$ cat config.mk
export PLATFORM = sky130hd
export DESIGN_NAME = wb_arbiter
export DESIGN_NICKNAME = d
export VERILOG_FILES = /design/src/rtl/wb_arbiter.sv
export SDC_FILE = /design/constraint.sdc
export NUM_CORES = 1
export LEC_CHECK = 0
export ABC_CLOCK_PERIOD_IN_PS = 4490
export BUFFER_PORTS_ARGS = -buffer_cell sky130_fd_sc_hd__buf_4
export CELL_PAD_IN_SITES_DETAIL_PLACEMENT = 2
export CELL_PAD_IN_SITES_GLOBAL_PLACEMENT = 2
export CORE_MARGIN = 2
export CORE_UTILIZATION = 44
export DETAILED_ROUTE_END_ITERATION = 16
export GPL_TIMING_DRIVEN = 0
export PLACE_DENSITY = 0.87
export SLEW_MARGIN = 30
export SYNTH_ARGS = -nofsm -noshare
export SYNTH_HDL_FRONTEND = slang
export SYNTH_SLANG_ARGS = --single-unit
$ cat constraint.sdc
create_clock -name clk -period 4.49 [get_ports clk]
set_clock_uncertainty 0.1 [all_clocks]
set_input_delay 0.2245 -clock clk [delete_from_list [all_inputs] [get_ports clk]]
set_output_delay 0.2245 -clock clk [all_outputs]
set_load 0.1 [all_outputs]
$ cat src/rtl/wb_arbiter.sv
// Write-back arbiter: fixed-priority ALU path, FIFO-buffered memory path, pending-load scoreboard.
// Optional WB_BYPASS_EN lets a memory result skip an empty FIFO when the ALU is idle.
module wb_arbiter #(
  parameter int DEPTH = 4
) (
  input  logic        clk,
  input  logic        rst_n,
  input  logic        alu_valid,
  input  logic [4:0]  alu_rd,
  input  logic [31:0] alu_data,
  input  logic        mem_valid,
  output logic        mem_ready,
  input  logic [4:0]  mem_rd,
  input  logic [31:0] mem_data,
  input  logic        mem_issue,
  input  logic [4:0]  mem_issue_rd,
  input  logic [4:0]  rs1,
  input  logic [4:0]  rs2,
  output logic        rs1_busy,
  output logic        rs2_busy,
  output logic        RegWrite,
  output logic [4:0]  rd,
  output logic [31:0] writeBackData
);

  localparam int AW = $clog2(DEPTH);
  localparam logic [AW:0] CNT_FULL = (AW+1)'(DEPTH);

  logic [36:0]   buf_q [DEPTH];
  logic [AW-1:0] wptr_q, rptr_q;
  logic [AW:0]   cnt_q, cnt_d;
  logic          we_q, we_d;
  logic [4:0]    rd_q, rd_d;
  logic [31:0]   data_q, data_d;
  logic [31:0]   pending_q, pending_d;

  logic        full, empty, mem_take, alu_win, byp, pop, push, clr_vld;
  logic [4:0]  clr_rd;
  logic [36:0] head;

  assign full      = (cnt_q == CNT_FULL);
  assign empty     = (cnt_q == '0);
  assign mem_ready = !full;
  assign mem_take  = mem_valid && mem_ready && (mem_rd != 5'd0);
  assign alu_win   = alu_valid && (alu_rd != 5'd0);
`ifdef WB_BYPASS_EN
  assign byp = !alu_valid && empty && mem_take;
`else
  assign byp = 1'b0;
`endif
  assign pop  = !alu_win && !empty;
  assign push = mem_take && !byp;
  assign head = buf_q[rptr_q];

  always_comb begin
    we_d    = 1'b0;
    rd_d    = rd_q;
    data_d  = data_q;
    clr_vld = 1'b0;
    clr_rd  = head[36:32];
    if (alu_win) begin
      we_d   = 1'b1;
      rd_d   = alu_rd;
      data_d = alu_data;
    end else if (pop) begin
      we_d    = 1'b1;
      rd_d    = head[36:32];
      data_d  = head[31:0];
      clr_vld = 1'b1;
    end else if (byp) begin
      we_d    = 1'b1;
      rd_d    = mem_rd;
      data_d  = mem_data;
      clr_vld = 1'b1;
      clr_rd  = mem_rd;
    end
  end

  // Clear first so a same-cycle re-issue of the same register keeps it pending.
  always_comb begin
    pending_d = pending_q;
    if (clr_vld) pending_d[clr_rd] = 1'b0;
    if (mem_issue && (mem_issue_rd != 5'd0)) pending_d[mem_issue_rd] = 1'b1;
    pending_d[0] = 1'b0;
  end

  assign cnt_d = cnt_q + (AW+1)'(push) - (AW+1)'(pop);

  always_ff @(posedge clk or negedge rst_n) begin
    if (!rst_n) begin
      wptr_q    <= '0;
      rptr_q    <= '0;
      cnt_q     <= '0;
      we_q      <= 1'b0;
      rd_q      <= '0;
      data_q    <= '0;
      pending_q <= '0;
    end else begin
      if (push) wptr_q <= wptr_q + AW'(1);
      if (pop)  rptr_q <= rptr_q + AW'(1);
      cnt_q     <= cnt_d;
      we_q      <= we_d;
      rd_q      <= rd_d;
      data_q    <= data_d;
      pending_q <= pending_d;
    end
  end

  always_ff @(posedge clk) begin
    if (push) buf_q[wptr_q] <= {mem_rd, mem_data};
  end

  assign rs1_busy      = pending_q[rs1];
  assign rs2_busy      = pending_q[rs2];
  assign RegWrite      = we_q;
  assign rd            = rd_q;
  assign writeBackData = data_q;

endmodule

Word level (Yosys, flattened, before mapping):

Memories as Yosys holds them, arrays and structs flattened.
Cells that the tools add are included.

* add/sub/neg operators: 4
* $mul: 0
* divide/modulo/power cells: 0
* order comparisons: 6
* equal/unequal tests: 1
* shift operators: 0
* multiplexer cells: 19
* bitwise operators: 3
* reductions and logical operators: 15

Operators by type and width (number)
* $mux 32: 4
* $and 32x32->32: 1
* $not 32->32: 1
* $or 32x32->32: 1
* $lt 5x6->1 const B: 4
* $reduce_bool 5->1: 3
* $bmux 1 s5: 2
* $demux 1 s5: 2
* $ge 5x1->1 const B: 2
* $mux 5: 2
* $mux 1: 9
* $logic_and 1x1->1: 7
* $add 2x1->2 const B: 2
* $add 3x1->3: 1
* $eq 3x3->1 const B: 1
* $logic_not 1->1: 3
* $logic_not 3->1: 1
* $sub 3x1->3: 1
* $reduce_bool 2->1: 1

* register bits: 76
* bits in latches: 0
* memory bits (writable): 148
* ROM bits: 0
* input port bits: 94
* output and inout bits: 41
* word-level logic and storage cells: 56
* memories kept: 1

Memory list
* buf_q: depth 4, bits a word 37, rd ports 1, clocked after memory_dff 0, write ports 1, RTL line 29 `logic [36:0] buf_q [DEPTH];`

Depth between registers and ports, before layout:

An unclocked memory read counts as a cell.

* depth after elaboration: 10
* gate-level depth with buffers: 11
* gate-level depth less buffers: 10

Worst setup path after synthesis:

No wires, ideal clock.

* path kind: reg-to-reg
* start point: register cnt_q[1]
* end point: memory buf_q[0][0] (enable)
* arrival: 2.421 ns
* required time: 3.992 ns
* slack: 1.572 ns
* cell stages (with the launch flop): 5
* buffers on the path: 0
* period minus slack after synthesis: 2.918 ns
* path through: dfrtp_1 nor2_1 nand2_1 o211a_1 and2_1

* word-level cells in the longest chain between the ends: 6

RTL lines
* start: declaration: RTL line 31 `logic [AW:0] cnt_q, cnt_d;`
* start signal: assignment: RTL line 101 `cnt_q <= cnt_d;`
* $eq 3x3->1: RTL line 41 `assign full = (cnt_q == CNT_FULL);`
* $logic_not 1->1: RTL line 43 `assign mem_ready = !full;`
* net mem_ready: RTL line 12 `output logic mem_ready,`
* $logic_and 1x1->1 (2 in a row): RTL line 44 `assign mem_take = mem_valid && mem_ready && (mem_rd != 5'd0);`
* $mux 1: RTL line 110 `if (push) buf_q[wptr_q] <= {mem_rd, mem_data};`
* $mux 1 (not written as such): RTL line 110
* end: declaration: RTL line 29

The timed path passes the listed nets, and every way through them passes these cells.

Worst setup path after layout:

* start point: input port alu_rd[1]
* end point: register cnt_q[2]

* word-level cells in the longest chain between the ends: 5

RTL lines
* start: declaration: RTL line 9 `input logic [4:0] alu_rd,`
* $reduce_bool 5->1: RTL line 45 `assign alu_win = alu_valid && (alu_rd != 5'd0);`
* $logic_and 1x1->1: RTL line 45
* $logic_not 1->1: RTL line 51 `assign pop = !alu_win && !empty;`
* $logic_and 1x1->1: RTL line 51
* net pop: RTL line 37 `logic full, empty, mem_take, alu_win, byp, pop, push, clr_vld;`
* $sub 3x1->3: RTL line 87 `assign cnt_d = cnt_q + (AW+1)'(push) - (AW+1)'(pop);`
* net cnt_d[2]: RTL line 31

The timed path passes the listed nets, and every way through them passes these cells.
A chain may end at the register's enable or synchronous reset.

==> qor.txt <==
Mux cell area share after synthesis -> 12.7%
Final Hold Violating Endpoints -> 0
Peak Freq -> 0.302 GHz
R2R setup slack -> 1.44 ns
Yosys Warn Count -> 0
Overall routed net length -> 44,600 µm
Arrival time at the worst endpoint -> 3.64 ns
Ys flop type -> edfxtp_1
Global Route Usage Sum -> 39.9%
Slew @ Worst Pin -> 0.927 ns
Die width -> 152 µm
Yosys reg bits -> 224
Max FO, Critical Path -> 10
Vias in the first global route -> 8,336
Grt met1 use -> 51.8%
WL/cell -> 37.8 µm
Grt met2 use -> 65.1%
Post-CTS setup buffer count -> 0
Nets -> 979
Worst skew pair latency -> 0.54 ns
Share of layout cells above drive strength 1 -> 27.1%
Setup WS post-layout -> 1.18 ns
Initial antenna violation count -> 7
Fin crit period -> 3.31 ns
Post_cts resized -> 0
CP required -> 4.81 ns
DRT iter0 DRCs -> 764
Setup Crit Path Kind -> input pin to flop
First-pass GRT wire length -> 63,200 µm
Slew HR -> 38.1%
Final ANT Viol Nets -> 0
DP Cell Count -> 1,053
Most frequent cells in the layout -> edfxtp_1 (148), buf_4 (124), dlygate4sd3_1 (79)
Pwr per Cell Area -> 769 nW/µm²
Top post-synthesis cells by area -> edfxtp_1 (46%), dfrtp_1 (20%), mux4_2 (12%)
Hold Crit Class -> input pin to flop
Met3 global-route usage -> 9.25%
Die footprint -> 23,000 µm²
Number of max-cap violations -> 0
Post-synth top area cell -> edfxtp_1
Commonest non-fill, non-tap cell in the layout -> edfxtp_1
Unrepaired setup endpoints after global routing -> false
IO Pins -> 135
Maximum clock path buffer count -> 3
Post-Syn Instances -> 648
Avg Cell Area, Syn -> 14.8 µm²
Initial core utilization -> 44.4%
Startpoint types -> input pin
Final period util -> 73.7%
Critical path capture point type -> flop
P&R area growth vs syn -> 30.3%
Synth Net Count -> 749
Worst Hold Slack -> 0.150 ns
Setup TNS -> 0 ns
H-tree depth -> 1
Die Span Y -> 152 µm
Yosys top cell area share -> 46.3%
Vias per cell -> 6.63
VDD IR max -> 0.418 mV
Final Slew Violations -> 0
Adder-cell share of the synthesized area -> 0.992%
Post-synthesis sequential area ratio -> 66.2%
Post-route DRC -> 0
Setup WS pre-CTS -> 1.50 ns
Root Buffer -> clkbuf_16
Worst-path clk slew -> 0.06 ns
PortBufs -> 125
GP Congestion -> 0.847
Mapped Area -> 9590 µm²
EDFF count, synth -> 148
Total iterations of the first detailed-routing run -> 5
Cts hold-fix bufs -> 78
Compound-Gate Fraction of Synth Area -> 7.20%
Gr busiest metal -> met2
Maximum number of pins on one net before global-route repair -> 77
Static Leakage -> 4.72 nW
Placement Rows -> 54
TritonCTS buffer count -> 24
Detail Placement HPWL -> 20,600 µm
Main combinational cell family by area after synthesis -> multiplexers
Total number of vias -> 7,829
Post-Route Utilization -> 57.8%
Core area -> 21,600 µm²
Synth Area in XOR/XNOR -> 0.457%
Gr ovfl total -> 0
Number of library cell types mapped by synthesis -> 45
CTS sink count -> 224
Setup violators final -> 0
Run status -> finished, final reports clean
Async SR Flop Fraction -> 33.9%
Synth Area in Simple Gates -> 10.2%
Filler Cell Count -> 1,957
Finished Layout Cells -> 1,180
CTS tree -> built
area by class of cell:
type,instances,area (µm²),area share (%)
repair buffers,204,1730,13.9
multi-input cells,377,3050,24.4
well taps,280,350,2.80
clock inverters,12,114,0.911
clock buffers,32,682,5.45
plain buffers,38,179,1.43
inverters,9,33.8,0.270
flip-flops and latches,224,6350,50.8
diodes,4,10.0,0.0801
synth_stat cells (4+ instances only):
library cell	instances
nor3_1	7
dfrtp_1	76
nor2b_1	8
and2_1	5
ha_1	6
or4_1	4
nand4_1	4
o41ai_1	8
nor2_1	62
nand3_1	6
o21ai_0	14
nand3b_1	10
a31oi_1	48
mux4_2	51
mux2i_1	4
buf_2	11
nand2_1	75
a21boi_0	8
inv_1	9
a21oi_1	18
clkbuf_1	23
edfxtp_1	148
path summary, 6_finish.rpt:
check                             startpoint                 to  depth (start not counted)
hold reg to reg            writeBackData[19]  writeBackData[19]                          2
setup reg to reg                    cnt_q[1]           cnt_q[2]                          8
min in group asynchronous              rst_n              rd[0]                          2
setup / recovery                   alu_rd[1]           cnt_q[2]                         13
max in group asynchronous              rst_n   writeBackData[5]                          2
hold / removal               mem_issue_rd[1]       pending_q[8]                          4
registers in the layout (all words and copies together), names as in the netlist:
signal / flops
writeBackData: 32
rd: 5
rptr_q: 2
RegWrite: 1
pending_q: 31
wptr_q: 2
cnt_q: 3
buf_q: 148
critical path, stage by stage:
cell           delay (ns)
dlygate4sd3_1        0.56
buf_4                0.15
or4_1                0.58
o21a_1               0.24
buf_6                0.17
buf_6                0.16
nor2_1               0.23
ha_1                 0.18
inv_1                0.04
ha_1                 0.20
fa_1                 0.43
xor2_1               0.26
xnor2_1              0.18
metal layers:
layer  part of all wire (%)  up-vias  routed length [µm]
li1                       -     2960                   -
met1                     38     4123               16800
met2                     49      587               21700
met3                    8.8      153                3930
met4                    4.8        6                2120
met5                  0.072        -                  32
report_power, final:
group | switching, mW | internal [mW] | leakage [nW]
clock network | 1.01 | 1.19 | 0.383
registers | 0.504 | 2.81 | 2.25
logic | 2.90 | 1.19 | 2.09
through the flow:
stage          total power [mW]  area, µm²
6_report                   9.61      12500
5_1_grt                    9.82      12500
4_1_cts                    9.03      12500
3_5_place_dp               6.86      10900
3_3_place_gp               6.59      10900
2_1_floorplan              5.71       9590
kinds of logic (layout without fill, tap and decap cells):
| logic type | after synthesis | count (layout) |
|---|---|---|
| other cells | 0 | 4 |
| simple gates | 200 | 200 |
| mux | 58 | 58 |
| xor+xnor | 5 | 5 |
| compound gates | 107 | 107 |
| flops | 224 | 224 |
| fa+ha+maj | 7 | 7 |
| buf+inv | 47 | 295 |
Note: power is estimated with default switching activity, not from simulation.
